## src/rtl/shift_add_mul_pkg.sv

```systemverilog
// Shared definitions for the sequential shift-and-add multiplier:
// operand width, iteration counter width and the controller state type.
package mul_pkg;

  localparam int XLEN  = 32;
  localparam int CNT_W = $clog2(XLEN) + 1;

  typedef enum logic [1:0] {
    IDLE = 2'd0,
    BUSY = 2'd1,
    DONE = 2'd2
  } mul_state_t;

endpackage

```

## src/rtl/shift_add_mul_adder.sv

```systemverilog
// fulladder32: 32-bit ripple-carry adder.
// It is the only adder in the multiplier datapath and is reused on every iteration.
module fulladder32 (
  input  logic [31:0] a_i,
  input  logic [31:0] b_i,
  input  logic        carry_i,
  output logic [31:0] sum_o,
  output logic        carry_o
);

  logic [32:0] c;

  assign c[0] = carry_i;

  // One full-adder cell per bit; the carry ripples from LSB to MSB.
  for (genvar i = 0; i < 32; i++) begin : g_fa
    assign sum_o[i] = a_i[i] ^ b_i[i] ^ c[i];
    assign c[i+1]   = (a_i[i] & b_i[i]) | (c[i] & (a_i[i] ^ b_i[i]));
  end

  assign carry_o = c[32];

endmodule

```

## src/rtl/shift_add_mul.sv

```systemverilog
// shift_add_mul: 32x32 -> 64 unsigned sequential multiplier.
// Each BUSY cycle does one conditional add of the multiplicand into the upper
// accumulator half, then shifts {carry, sum, multiplier} right by one bit.
// A product takes 32 iterations. The valid_o pulse arrives 33 cycles after accept.
// Optional build macro MUL_ZERO_BYPASS_EN: when a zero operand is accepted,
// the unit skips the iterations and reports a zero product on the next cycle.
module shift_add_mul
  import mul_pkg::*;
#(
  parameter int XLEN = mul_pkg::XLEN
) (
  input  logic              clk_i,
  input  logic              rst_i,
  input  logic              start_i,
  input  logic [XLEN-1:0]   a_i,
  input  logic [XLEN-1:0]   b_i,
  output logic              ready_o,
  output logic              valid_o,
  output logic [2*XLEN-1:0] result_o
);

  if (XLEN != 32) begin : g_bad_xlen
    $error("shift_add_mul: only XLEN=32 is supported (got %0d)", XLEN);
  end

  mul_state_t       state_q;
  logic [XLEN-1:0]  mcand_q;
  logic [XLEN-1:0]  acc_hi_q;
  logic [XLEN-1:0]  mplier_q;
  logic [CNT_W-1:0] cnt_q;
  logic             ready_q;
  logic             valid_q;
  logic [2*XLEN-1:0] result_q;

  logic [XLEN-1:0]  addend;
  logic [XLEN-1:0]  sum;
  logic             carry;
  logic [XLEN-1:0]  acc_hi_d;
  logic [XLEN-1:0]  mplier_d;
  logic             zero_bypass;

  // Add the multiplicand only when the current multiplier LSB is set.
  always_comb begin
    addend = mplier_q[0] ? mcand_q : '0;
  end

  fulladder32 u_adder (
    .a_i     (acc_hi_q),
    .b_i     (addend),
    .carry_i (1'b0),
    .sum_o   (sum),
    .carry_o (carry)
  );

  // Right shift of {carry, sum, multiplier}. The adder carry lands in the top
  // accumulator bit, so no overflow bit is ever dropped.
  always_comb begin
    acc_hi_d = {carry, sum[XLEN-1:1]};
    mplier_d = {sum[0], mplier_q[XLEN-1:1]};
  end

  // Decide whether an accepted request may skip straight to DONE.
  always_comb begin
`ifdef MUL_ZERO_BYPASS_EN
    zero_bypass = (a_i == '0) || (b_i == '0);
`else
    zero_bypass = 1'b0;
`endif
  end

  // Controller, datapath registers and registered handshake outputs.
  always_ff @(posedge clk_i or posedge rst_i) begin
    if (rst_i) begin
      state_q  <= IDLE;
      mcand_q  <= '0;
      acc_hi_q <= '0;
      mplier_q <= '0;
      cnt_q    <= '0;
      ready_q  <= 1'b1;
      valid_q  <= 1'b0;
      result_q <= '0;
    end else begin
      case (state_q)
        IDLE: begin
          valid_q <= 1'b0;
          if (start_i) begin
            ready_q <= 1'b0;
            cnt_q   <= '0;
            if (zero_bypass) begin
              mcand_q  <= '0;
              acc_hi_q <= '0;
              mplier_q <= '0;
              result_q <= '0;
              valid_q  <= 1'b1;
              state_q  <= DONE;
            end else begin
              mcand_q  <= a_i;
              mplier_q <= b_i;
              acc_hi_q <= '0;
              state_q  <= BUSY;
            end
          end
        end
        BUSY: begin
          acc_hi_q <= acc_hi_d;
          mplier_q <= mplier_d;
          cnt_q    <= cnt_q + CNT_W'(1);
          if (cnt_q == CNT_W'(XLEN - 1)) begin
            // Publish the final product together with the valid pulse.
            result_q <= {acc_hi_d, mplier_d};
            valid_q  <= 1'b1;
            state_q  <= DONE;
          end
        end
        DONE: begin
          valid_q <= 1'b0;
          ready_q <= 1'b1;
          state_q <= IDLE;
        end
        default: begin
          valid_q <= 1'b0;
          ready_q <= 1'b1;
          state_q <= IDLE;
        end
      endcase
    end
  end

  assign ready_o  = ready_q;
  assign valid_o  = valid_q;
  assign result_o = result_q;

endmodule

```

## config.mk

```make
export PLATFORM = sky130hd
export DESIGN_NAME = shift_add_mul
export DESIGN_NICKNAME = d
export VERILOG_FILES = /design/src/rtl/shift_add_mul_pkg.sv /design/src/rtl/shift_add_mul_adder.sv /design/src/rtl/shift_add_mul.sv
export SDC_FILE = /design/constraint.sdc
export NUM_CORES = 1
export LEC_CHECK = 0
export CAP_MARGIN = 30
export CORE_MARGIN = 2
export CORE_UTILIZATION = 50
export CTS_CLUSTER_DIAMETER = 200
export DETAILED_ROUTE_END_ITERATION = 8
export PLACE_DENSITY = 0.76
export SYNTH_ARGS = -nofsm -noshare
export SYNTH_HDL_FRONTEND = slang
export SYNTH_HIERARCHICAL = 1
export SYNTH_SLANG_ARGS = --single-unit
```

## constraint.sdc

```tcl
create_clock -name clk_i -period 28.1 [get_ports clk_i]
set_input_delay 4.215 -clock clk_i [delete_from_list [all_inputs] [get_ports clk_i]]
set_output_delay 4.215 -clock clk_i [all_outputs]
set_load 0.05 [all_outputs]
```

==> flow_summary.toml <==
[run_status]
outcome = "finished clean"

[layout]
drive_gt1_share_pct = 17.68
finalNonFillerCells = 895
antennaDiodeCount = 0
layout_commonest_cell = "dfrtp_1"
regArea_um2 = 4255
fill_cells = 1147
area_growth_syn_to_layout_pct = 25.75
fin_nets = 794
final_cell_mix = "dfrtp_1, clkdlybuf4s50_1, mux2_2"
multi_input_area_um2 = 3271

[sta]
slew_viol_final = 0
tightest_slew_ns = 0.8583
timing.final.ws_setup_ns = 13.93
worst_hold_slack_ns = 0.4875
period_needed_ns = 14.17
fin_tns_setup_ns = 0
slew_headroom_pct = 42.78
finalClockSkew_ns = 0.007520
fmax_mhz = 70.57
hold_viol = 0
fin_crit_sh_pct = 50.43
setup_violations = 0
rsz0062_at_grt = "false"

[die]
ios = 133
die_w_um = 128.8
start_util_pct = 51.23
die_h_um = 128.8
rows = 45
design.core.area_um2 = 15200
die_area_um2 = 16590

[logic_synthesis]
synth_nets = 672
yosys.area.top_type = "dfrtp_1"
synth-seq-cells = 170
ys_types = 34
synthesis.area_um2 = 7789
avgSynthCellArea_um2 = 13.62
synth.top_cell.area_share_pct = 54.30
ys_warn_count = 6
syn_inst = 572
ys_seq_area_share_pct = 54.63
synth.area.top_cells = "dfrtp_1, fa_1, mux2_2"

[clock_network]
hold_buffers = 0
clk_latency_ns = 0.42
cts_root_buffer = "clkbuf_16"
post-cts-setup-buffers = 0
cts.sinks = 170
cts_tree = "done"
cts_made_buffers = 17
cts_resized = 0
htree_levels = 4
clk_pin_slew_ns = 0.06
clk_path_buf_depth = 2

[global_routing]
grt_max_degree = 92
antenna_found_initial = 0
grt_pass1_wl_um = 27100
grt_pass1_vias = 5371
overflow = 0
grt_util_all_layers_pct = 20.98

[pwr]
power.density_nw_per_um2 = 117.8
leakagePower_nw = 4.297
finalPower_mw = 1.153
ir_drop_uv = 62.97

[route]
drtIter0Drc = 284
routed_wirelength_um = 16360
drc_errors = 0
detail-route-antenna-nets = 0
vias = 4953
drt-vias-per-instance = 5.534
wire_per_inst_um = 18.28
drt_pass1_iterations = 4

[setup_path]
slowest_delay_ns = 0.71
arrival_ns = 14.53
cp-end-kind = "flop"
cpMostUsedCell = "fa_1"
cp_max_fo = 34
slowest_stage = "dfrtp_1"
worstSetupPathType = "flop to flop"
startpoint_type = "flop"
cp.required_ns = 28.46

[placed_design]
globalplace.congestion = 0.7680
dp_cells = 862
dp_hpwl_um = 10480
dp_slack_ns = 14.15
io_buffer_count = 132

[job]
maxCapViolations = 0

[worst_hold_path]
hold_class = "flop to flop"
metal layers:
| layer | GRT usage, % | up-vias | routed length [µm] |
|---|---|---|---|
| li1 | - | 2255 | - |
| met1 | 30.21 | 2530 | 7772 |
| met2 | 32.00 | 150 | 7560 |
| met3 | 3.992 | 18 | 802 |
| met4 | 7.992 | 0 | 221 |
| met5 | 0 | - | 0 |
cell families (layout without fill, tap and decap cells):
| kind of cell | count (synthesis) | in the layout | share of synthesized area [%] |
|---|---|---|---|
| AOI/OAI and AO/OA | 137 | 137 | 11.52 |
| xor gates and xnor gates | 1 | 1 | 0.1125 |
| adders and majority gates | 33 | 33 | 8.385 |
| buffers and inverters | 51 | 186 | 3.614 |
| DFF | 170 | 170 | 54.63 |
| muxes | 98 | 98 | 15.39 |
| other | 1 | 1 | 0.04815 |
| and+or+nand+nor | 81 | 81 | 6.297 |
final cells by class:
class                           instances  share of cell area [%]
Multi-Input combinational cell        351                   33.39
Inverter                               11                  0.4727
Clock buffer                           31                   5.697
Clock inverter                          1                 0.05110
Sequential cell                       170                   43.45
Tap cell                              188                   2.402
Timing Repair Buffer                  143                   14.54
worst max-delay path, delay by kind of cell, from the launching register on:
kind | cells | cell delay, ns
flops | 1 | 0.71
buf+inv | 4 | 0.29
simple gates | 1 | 0.32
fa+ha+maj | 32 | 12.67
compound gates | 1 | 0.14
flip-flops by register name, summed over array words and instances, names as in the netlist:
register	cells
acc_hi_q	32
cnt_q	6
mcand_q	32
mplier_q	32
ready_o	1
result_o	64
state_q	2
valid_o	1
worst paths after layout:
kind                            slack, ns  cells past startpoint            to        start
worst max-delay path                13.93                     38  acc_hi_q[30]  mplier_q[0]
worst min-delay path                 0.49                      1   result_o[2]  result_o[2]
worst max register to register      13.93                     38  acc_hi_q[30]  mplier_q[0]
worst min register to register       0.49                      1   result_o[2]  result_o[2]
max in group asynchronous           22.61                      4       ready_o        rst_i
min in group asynchronous            4.33                      2  mplier_q[19]        rst_i
synthesized netlist by cell type:
cell / instances
mux2_2: 55
buf_1: 3
conb_1: 1
and2_1: 32
mux2_4: 26
inv_1: 11
o21bai_1: 1
buf_4: 1
ha_1: 1
fa_1: 32
or3b_1: 1
nand2b_1: 1
mux2_1: 15
nand2_1: 6
dfrtp_1: 169
o21ai_1: 1
nor2_1: 1
buf_2: 9
buf_6: 10
a21oi_1: 32
dfstp_2: 1
o21ai_0: 36
xor2_1: 1
o21a_1: 2
nand3_1: 1
a22oi_1: 32
nor3_1: 1
nor2b_1: 34
nand4_1: 2
and3_1: 1
nor3b_1: 1
clkbuf_1: 17
mux2i_1: 2
a22o_1: 33
metrics by stage:
stage / cell area, µm² / utilization, %
after detailed placement: 9204 / 60.54
after CTS: 9767 / 64.25
after global routing: 9794 / 64.43
after floorplan: 7789 / -
final: 9794 / 64.43
after global placement: 9204 / 60.54
where the power goes:
| part | total (mW) | internal (mW) | leakage, nW | switching [mW] |
|---|---|---|---|---|
| clock network | 0.221 | 0.132 | 0.278 | 0.0893 |
| registers | 0.421 | 0.347 | 2.05 | 0.0745 |
| logic | 0.511 | 0.224 | 1.97 | 0.287 |
| total | 1.15 | 0.703 | 4.30 | 0.451 |
No activity file was read; power rests on OpenSTA's default activity.
